[config.mk]
export PLATFORM = sky130hd
export DESIGN_NAME = mips_main_control
export DESIGN_NICKNAME = d
export VERILOG_FILES = /design/src/rtl/mips_ctrl_pkg.sv /design/src/rtl/mips_ctrl_outdec.sv /design/src/rtl/mips_main_control.sv
export SDC_FILE = /design/constraint.sdc
export NUM_CORES = 1
export LEC_CHECK = 0
export ABC_AREA = 1
export BUFFER_PORTS_ARGS = -buffer_cell sky130_fd_sc_hd__buf_2
export CORE_AREA = 5 5 42 44
export CTS_CLUSTER_SIZE = 20
export DETAILED_ROUTE_END_ITERATION = 7
export DIE_AREA = 0 0 47 49
export GPL_TIMING_DRIVEN = 0
export HOLD_SLACK_MARGIN = 0.06
export PLACE_DENSITY = 0.71
export SLEW_MARGIN = 20
export SYNTH_ARGS = -nofsm -noshare
export SYNTH_HDL_FRONTEND = slang
export SYNTH_SLANG_ARGS = --single-unit
[constraint.sdc]
create_clock -name clk -period 1.7 [get_ports clk]
set_input_delay 0 -clock clk [delete_from_list [all_inputs] [get_ports clk]]
set_output_delay 0 -clock clk [all_outputs]
set_load 0.05 [all_outputs]
[src/rtl/mips_ctrl_pkg.sv]
// Shared definitions for the multi-cycle MIPS main control and its ALU control partner.
package mips_ctrl_pkg;

  localparam int unsigned OP_W    = 6;
  localparam int unsigned STATE_W = 4;

  localparam logic [OP_W-1:0] OPCODE_RTYPE = 6'd0;
  localparam logic [OP_W-1:0] OPCODE_LW    = 6'd35;
  localparam logic [OP_W-1:0] OPCODE_SW    = 6'd43;
  localparam logic [OP_W-1:0] OPCODE_BEQ   = 6'd4;
  localparam logic [OP_W-1:0] OPCODE_J     = 6'd2;

  typedef enum logic [STATE_W-1:0] {
    S_FETCH  = 4'd0,
    S_DECODE = 4'd1,
    S_MEMADR = 4'd2,
    S_MEMRD  = 4'd3,
    S_MEMWB  = 4'd4,
    S_MEMWR  = 4'd5,
    S_EXEC   = 4'd6,
    S_ALUWB  = 4'd7,
    S_BRANCH = 4'd8,
    S_JUMP   = 4'd9
  } state_t;

  typedef enum logic [1:0] {
    ALUOP_ADD   = 2'b00,
    ALUOP_SUB   = 2'b01,
    ALUOP_FUNCT = 2'b10
  } aluop_t;

  typedef enum logic [1:0] {
    PCSRC_ALU    = 2'b00,
    PCSRC_ALUOUT = 2'b01,
    PCSRC_JUMP   = 2'b10
  } pcsrc_t;

  typedef enum logic [1:0] {
    ALUSRCB_REG      = 2'b00,
    ALUSRCB_FOUR     = 2'b01,
    ALUSRCB_IMM      = 2'b10,
    ALUSRCB_IMM_SHL2 = 2'b11
  } alusrcb_t;

  typedef struct packed {
    logic     pc_write;
    logic     pc_write_cond;
    logic     iord;
    logic     mem_read;
    logic     mem_write;
    logic     mem_to_reg;
    logic     ir_write;
    logic     alu_src_a;
    logic     reg_write;
    logic     reg_dst;
    pcsrc_t   pc_source;
    alusrcb_t alu_src_b;
    aluop_t   alu_op;
  } ctrl_t;

endpackage

[src/rtl/mips_ctrl_outdec.sv]
// Pure decoder: current state (plus MemReady in FETCH) to datapath control vector.
module mips_ctrl_outdec
  import mips_ctrl_pkg::*;
(
  input  state_t state,
  input  logic   mem_ready,
  output ctrl_t  ctrl_c
);

  always_comb begin
    ctrl_c = '0;
    case (state)
      S_FETCH: begin
        ctrl_c.mem_read  = 1'b1;
        ctrl_c.alu_src_b = ALUSRCB_FOUR;
        ctrl_c.ir_write  = mem_ready;
        ctrl_c.pc_write  = mem_ready;
      end
      S_DECODE: ctrl_c.alu_src_b = ALUSRCB_IMM_SHL2;
      S_MEMADR: begin
        ctrl_c.alu_src_a = 1'b1;
        ctrl_c.alu_src_b = ALUSRCB_IMM;
      end
      S_MEMRD: begin
        ctrl_c.mem_read = 1'b1;
        ctrl_c.iord     = 1'b1;
      end
      S_MEMWB: begin
        ctrl_c.reg_write  = 1'b1;
        ctrl_c.mem_to_reg = 1'b1;
      end
      S_MEMWR: begin
        ctrl_c.mem_write = 1'b1;
        ctrl_c.iord      = 1'b1;
      end
      S_EXEC: begin
        ctrl_c.alu_src_a = 1'b1;
        ctrl_c.alu_op    = ALUOP_FUNCT;
      end
      S_ALUWB: begin
        ctrl_c.reg_write = 1'b1;
        ctrl_c.reg_dst   = 1'b1;
      end
      S_BRANCH: begin
        ctrl_c.alu_src_a     = 1'b1;
        ctrl_c.alu_op        = ALUOP_SUB;
        ctrl_c.pc_write_cond = 1'b1;
        ctrl_c.pc_source     = PCSRC_ALUOUT;
      end
      S_JUMP: begin
        ctrl_c.pc_write  = 1'b1;
        ctrl_c.pc_source = PCSRC_JUMP;
      end
      default: ctrl_c = '0;
    endcase
  end

endmodule

[src/rtl/mips_main_control.sv]
// Multi-cycle MIPS main control FSM; outputs decode from state and are forced low during reset.
module mips_main_control
  import mips_ctrl_pkg::*;
#(
  parameter logic [OP_W-1:0] OP_RTYPE = OPCODE_RTYPE,
  parameter logic [OP_W-1:0] OP_LW    = OPCODE_LW,
  parameter logic [OP_W-1:0] OP_SW    = OPCODE_SW,
  parameter logic [OP_W-1:0] OP_BEQ   = OPCODE_BEQ,
  parameter logic [OP_W-1:0] OP_J     = OPCODE_J
) (
  input  logic               clk,
  input  logic               rst_n,
  input  logic [OP_W-1:0]    Op,
  input  logic               MemReady,
  output logic               PCWrite,
  output logic               PCWriteCond,
  output logic               IorD,
  output logic               MemRead,
  output logic               MemWrite,
  output logic               MemtoReg,
  output logic               IRWrite,
  output logic               ALUSrcA,
  output logic               RegWrite,
  output logic               RegDst,
  output logic [1:0]         PCSource,
  output logic [1:0]         ALUSrcB,
  output logic [1:0]         ALUOp,
  output logic               Illegal,
  output logic [STATE_W-1:0] State
);

  state_t state_q, state_d;
  logic   illegal_c;
  ctrl_t  ctrl_c;
  ctrl_t  ctrl_g;

  always_ff @(posedge clk or negedge rst_n) begin
    if (!rst_n) state_q <= S_FETCH;
    else        state_q <= state_d;
  end

  // Next-state logic; Op is only consulted in DECODE and MEMADR.
  always_comb begin
    state_d   = state_q;
    illegal_c = 1'b0;
    case (state_q)
      S_FETCH:  if (MemReady) state_d = S_DECODE;
      S_DECODE: begin
        if (Op == OP_LW || Op == OP_SW) state_d = S_MEMADR;
        else if (Op == OP_RTYPE)        state_d = S_EXEC;
        else if (Op == OP_BEQ)          state_d = S_BRANCH;
        else if (Op == OP_J)            state_d = S_JUMP;
        else begin
          illegal_c = 1'b1;
          state_d   = S_FETCH;
        end
      end
      S_MEMADR: state_d = (Op == OP_SW) ? S_MEMWR : S_MEMRD;
      S_MEMRD:  if (MemReady) state_d = S_MEMWB;
      S_MEMWB:  state_d = S_FETCH;
      S_MEMWR:  if (MemReady) state_d = S_FETCH;
      S_EXEC:   state_d = S_ALUWB;
      S_ALUWB:  state_d = S_FETCH;
      S_BRANCH: state_d = S_FETCH;
      S_JUMP:   state_d = S_FETCH;
      default:  state_d = S_FETCH;
    endcase
  end

  mips_ctrl_outdec u_outdec (
    .state     (state_q),
    .mem_ready (MemReady),
    .ctrl_c    (ctrl_c)
  );

  // Reset masks every output immediately, including the FETCH memory read.
  assign ctrl_g = rst_n ? ctrl_c : '0;

  assign PCWrite     = ctrl_g.pc_write;
  assign PCWriteCond = ctrl_g.pc_write_cond;
  assign IorD        = ctrl_g.iord;
  assign MemRead     = ctrl_g.mem_read;
  assign MemWrite    = ctrl_g.mem_write;
  assign MemtoReg    = ctrl_g.mem_to_reg;
  assign IRWrite     = ctrl_g.ir_write;
  assign ALUSrcA     = ctrl_g.alu_src_a;
  assign RegWrite    = ctrl_g.reg_write;
  assign RegDst      = ctrl_g.reg_dst;
  assign PCSource    = 2'(ctrl_g.pc_source);
  assign ALUSrcB     = 2'(ctrl_g.alu_src_b);
  assign ALUOp       = 2'(ctrl_g.alu_op);
  assign Illegal     = rst_n & illegal_c;
  assign State       = STATE_W'(state_q);

endmodule

**Word-level counts from Yosys, hierarchy flattened**

Cells that the tools add are included.
W data, S select, Z words.

- Register bits after elaboration: 4
- Latch bits: 0
- Memory bits (writable): 0
- Bits in read-only memories: 0
- Input port bits: 9
- Output and inout port bits: 21
- Word-level logic and storage cells: 54
- Memories: 0

- Add/subtract/negate cells: 0
- $mul: 0
- Div/mod/pow operators: 0
- $lt $le $gt $ge: 0
- Equal/unequal tests: 16
- Shift-type cells: 0
- Multiplexer cells: 28
- Bitwise logic cells: 1
- Reduce and logical (&&, ||, !) cells: 8

Operators by type and width:

| kind | number |
|---|---|
| $mux W4 | 7 |
| $pmux W4 S6 | 1 |
| $eq A4 B3 Y1 const B | 4 |
| $mux W16 | 1 |
| $mux W1 | 14 |
| $eq A6 B6 Y1 const B | 2 |
| $eq A4 B2 Y1 const B | 2 |
| $eq A4 B4 Y1 const B | 2 |
| $pmux W2 S2 | 2 |
| $eq A6 B2 Y1 const B | 1 |
| $eq A6 B3 Y1 const B | 1 |
| $logic_not A6 Y1 | 1 |
| $ne A2 B2 Y1 const B | 3 |
| $pmux W2 S3 | 1 |
| $reduce_or A2 Y1 | 3 |
| $eq A4 B1 Y1 const B | 1 |
| $logic_not A4 Y1 | 1 |
| $mux W3 | 1 |
| $reduce_and A3 Y1 | 1 |
| $reduce_or A3 Y1 | 1 |
| $pmux W1 S2 | 1 |
| $and A1 B1 Y1 | 1 |
| $logic_or A1 B1 Y1 | 1 |

**Logic depth before layout (Yosys ltp)**

- Depth in word-level cells: 7
- Depth in mapped cells: 8
- Mapped depth without buffers: 8

**Hierarchy**

Synthesis repeated with hierarchy kept, for this count alone.

- Cell total of the unflattened synthesis: 134
- Area total of the unflattened synthesis: 658.1 um2

By module, submodules not included:

| module | times used | cells each | area an instance (um2) | sequential area each (um2) |
|---|---|---|---|---|
| mips_main_control | 1 | 98 | 503.0 | 100.1 |
| mips_ctrl_outdec | 1 | 36 | 155.1 | 0.0 |

**Worst setup path after synthesis**

No wires, ideal clock.

- Path kind: flip-flop to output port
- Start point: reg state_q[2] (netlist: State[2])
- End point: out RegWrite
- Arrival time: 2.602 ns
- Data required time: 1.700 ns
- Setup slack: -0.902 ns
- Stages on the path, launching flop included: 6
- Path buffers: 0
- Cell sequence: dfrtp_1 > inv_2 > nor2_4 > nand2_2 > nor3_1 > or2_1

- Word-level cells in the longest chain between the ends: 4
- Elaborated cells between the ends (all ways): 5
- Classes of those cells: eq/ne (2); mux (2); reduce/logical (1)

Ends and longest elaborated chain:

| what | line | source |
|---|---|---|
| from (decl) | mips_main_control.sv:32 | `state_t state_q, state_d;` |
| from (signal assigned) | mips_main_control.sv:39 | `else state_q <= state_d;` |
| $eq A4 B3 Y1 | mips_ctrl_outdec.sv:12 | `case (state)` |
| $reduce_or A2 Y1 (no line) (*) | n/a |  |
| $mux W1 (*) | mips_ctrl_outdec.sv:12 |  |
| $mux W16 (*) | mips_main_control.sv:77 | `assign ctrl_g = rst_n ? ctrl_c : '0;` |
| to (decl) | mips_main_control.sv:23 | `output logic RegWrite,` |

Mark *: on every way between the ends. The rest lies on a longest branch, timed or not.

**Worst setup path in the final report**

- Start point: reg state_q[0] (netlist: State[0])
- End point: out ALUSrcA

- Word-level cells in the longest chain between the ends: 4
- Elaborated cells between the ends (all ways): 6
- Classes of those cells: eq/ne (3); mux (2); reduce/logical (1)

Ends and longest elaborated chain:

| what | line | source |
|---|---|---|
| $eq A4 B3 Y1 (tied with other cells) | mips_ctrl_outdec.sv:12 |  |
| $reduce_or A3 Y1 (no line) (*) | n/a |  |
| $mux W1 (*) | mips_ctrl_outdec.sv:12 |  |
| $mux W16 (*) | mips_main_control.sv:77 |  |
| to (decl) | mips_main_control.sv:22 | `output logic ALUSrcA,` |

Marks and branches as above.

==> run summary <==
Fin crit period - 1600 ps
Clock Sinks - 4
Area growth syn-to-layout - 59.0%
First-pass GRT wire length - 2600 um
Unrepaired setup endpoints after global routing - false
Synth top area share - 0.198
DRC violations left - 0
Worst min-delay path class - primary input to flip-flop
Final hold vios - 0
Gr usage total - 0.153
Total CTS buffers - 3
Clock latency at the later pin of the worst-skew pair - 230 ps
Setup CP Type - flip-flop to output pin
CP max stage cell - dfrtp_2
Syn Inst Count - 89
Count leader, synth - nand2_1
Primary FF master, synth - dfrtp_1
Via count - 689
Detailed Route Iter0 Violations - 8
Worst-Margin Slew - 655 ps
Dpl cell area - 748 um^2
Die Wd - 47 um
Final setup fails - 0
Drt first pass iters - 4
Die area - 2300 um^2
Final WL - 1520 um
H-Tree Depth - 1
Max Freq - 626 MHz
Remaining global-route overflow - 0
Clock-pin slew reported for the worst setup and hold paths after clock tree synthesis - 40 ps
Synth area leaders - dfrtp_1 20%, nand2_1 15%, nor2_1 13%
Worst Hold Slack - 168 ps
Worst Clk Skew - 5.29 ps
Nets@finish - 134
Die Y - 49 um
Post-CTS setup buffer count - 0
Yosys cell types - 20
Slew headroom - 0.563
Crit-path max FO - 7
Vias in the first global route - 643
Synthesized Nets - 98
Flops & latches, synth - 4
Layout cells sized above 1 - 0.496
Pwr/cell area - 1450 nW/um^2
Synthesized area - 507 um^2
Delay of the slowest critical-path stage - 470 ps
Cell taking the most area after synthesis - dfrtp_1
CP cell instances - inv_1 > nand2_1 > inv_2 > nand2_1 > a31oi_4 > clkbuf_4
WL/cell - 10.9 um
Maximum VDD drop - 1010 uV
Port Buffers - 29
Diodes inserted - 0
Critical path's most frequent cell - nand2_1
Worst endpoint required time - 1700 ps
Num rows - 14
Warnings, synthesis - 0
Top post-synthesis cells by count - 20 x nand2_1, 17 x nor2_1, 9 x nand3_1
Non-Filler Instances - 139
Fillers - 147
Buffers and inverters on the worst path - 3
Design Area, Final - 806 um^2
Largest net degree at the start of global routing - 11
GPL Wtd Cong - 0.876
# IOs - 30
CP delay by family, top - buffers and inverters
Initial Util - 0.362
Period utilization - 0.940
Final Max Tran Viols - 0
CTS tree - built
Cells after DPL - 134
Post-synthesis sequential area ratio - 0.198
Core area - 1400 um^2
Initial antenna violation count - 0
Antenna Nets Post-Route - 0
Max_cap viols - 0
CTS root buf - clkbuf_4
Worst EP arrival - 1600 ps
Max reg flops - 4
Vias/cell - 4.96
Clock Path Buffers - 2
Async set or reset register ratio after synthesis - 1.00
EDFF count, synth - 0
CP endpoint kind - output pin
Status - complete, no violations
Pwr Total - 1.17 mW
LEAKAGE - 0.429 nW
Synthesized area per cell - 5.69 um^2
Critical path launch point type - flip-flop
DP HPWL - 1300 um
[per-stage QoR]
step	TNS, ps	setup slack, ps	utilization
floorplan	-406	-247	-
global placement	0	240	0.534
detailed placement	0	233	0.534
CTS	0	24.9	0.566
global route	0	8.18	0.575
finish	0	102	0.575
[kinds of logic (layout without fill, tap and decap cells)]
kind of cell | after synthesis | after routing | synth area share
buffers and inverters | 13 | 47 | 0.104
AO/OA/AOI/OAI | 7 | 7 | 0.0765
AND/OR/NAND/NOR | 65 | 65 | 0.622
flip-flops | 4 | 4 | 0.198
[cell type report]
class                           count  area (um^2)  share of cell area
Buffer                              2         11.3              0.0140
Clock buffer                        3         22.5              0.0280
Inverter                           11         41.3              0.0512
Multi-Input combinational cell     72          433               0.537
Sequential cell                     4          104               0.129
Tap cell                           16         20.0              0.0248
Timing Repair Buffer               31          174               0.216
[routing by layer]
layer / track usage / part of all wire / wire length, um
met1: 0.180 / 0.43 / 651
met2: 0.224 / 0.52 / 793
met3: 0.0443 / 0.045 / 69
met4: 0.111 / 0.0053 / 8
met5: 0 / 0 / 0
[worst paths after layout]
check	startpoint	end	slack [ps]	cells past startpoint
min	Op[4]	State[1]$_DFFE_PN0P_	170	5
min in group asynchronous	rst_n	State[1]$_DFFE_PN0P_	190	2
max reg2reg	State[0]$_DFFE_PN0P_	State[2]$_DFFE_PN0P_	430	8
max	State[0]$_DFFE_PN0P_	ALUSrcA	100	6
max in group asynchronous	rst_n	State[3]$_DFFE_PN0P_	1320	2
min reg2reg	State[0]$_DFFE_PN0P_	State[0]$_DFFE_PN0P_	660	2
[cell usage in the layout, fill, tap and decap left out, drive strengths merged]
cell type / netlist / routed
nor2: 20 / 20
nand4: 3 / 3
o21ai: 2 / 2
dlygate4sd3: 0 / 2
a31oi: 1 / 1
nand2: 25 / 25
clkbuf: 1 / 5
buf: 1 / 29
nand3: 11 / 11
or2: 1 / 1
inv: 11 / 11
dfrtp: 4 / 4
o211ai: 1 / 1
nor3: 4 / 4
and2: 1 / 1
a21oi: 3 / 3
[power by group]
part / internal (mW) / switching [mW] / total, mW
registers: 0.127 / 0.0724 / 0.200
logic: 0.231 / 0.620 / 0.851
clock network: 0.0787 / 0.0360 / 0.115
[worst min-delay path: stages]
cell and delay, ps:
buf_2 90, nor2_1 60, nand3_1 80, nand2_1 50
o211ai_1 90
[what timing repair did]
item | 4_1_cts | 5_1_grt
resized for setup | 1 | 6
hold endpoints to repair | 5 | 0
setup endpoints to repair | 1 | 4
hold buffers | 2 | 0
No activity file was read; power rests on OpenSTA's default activity.
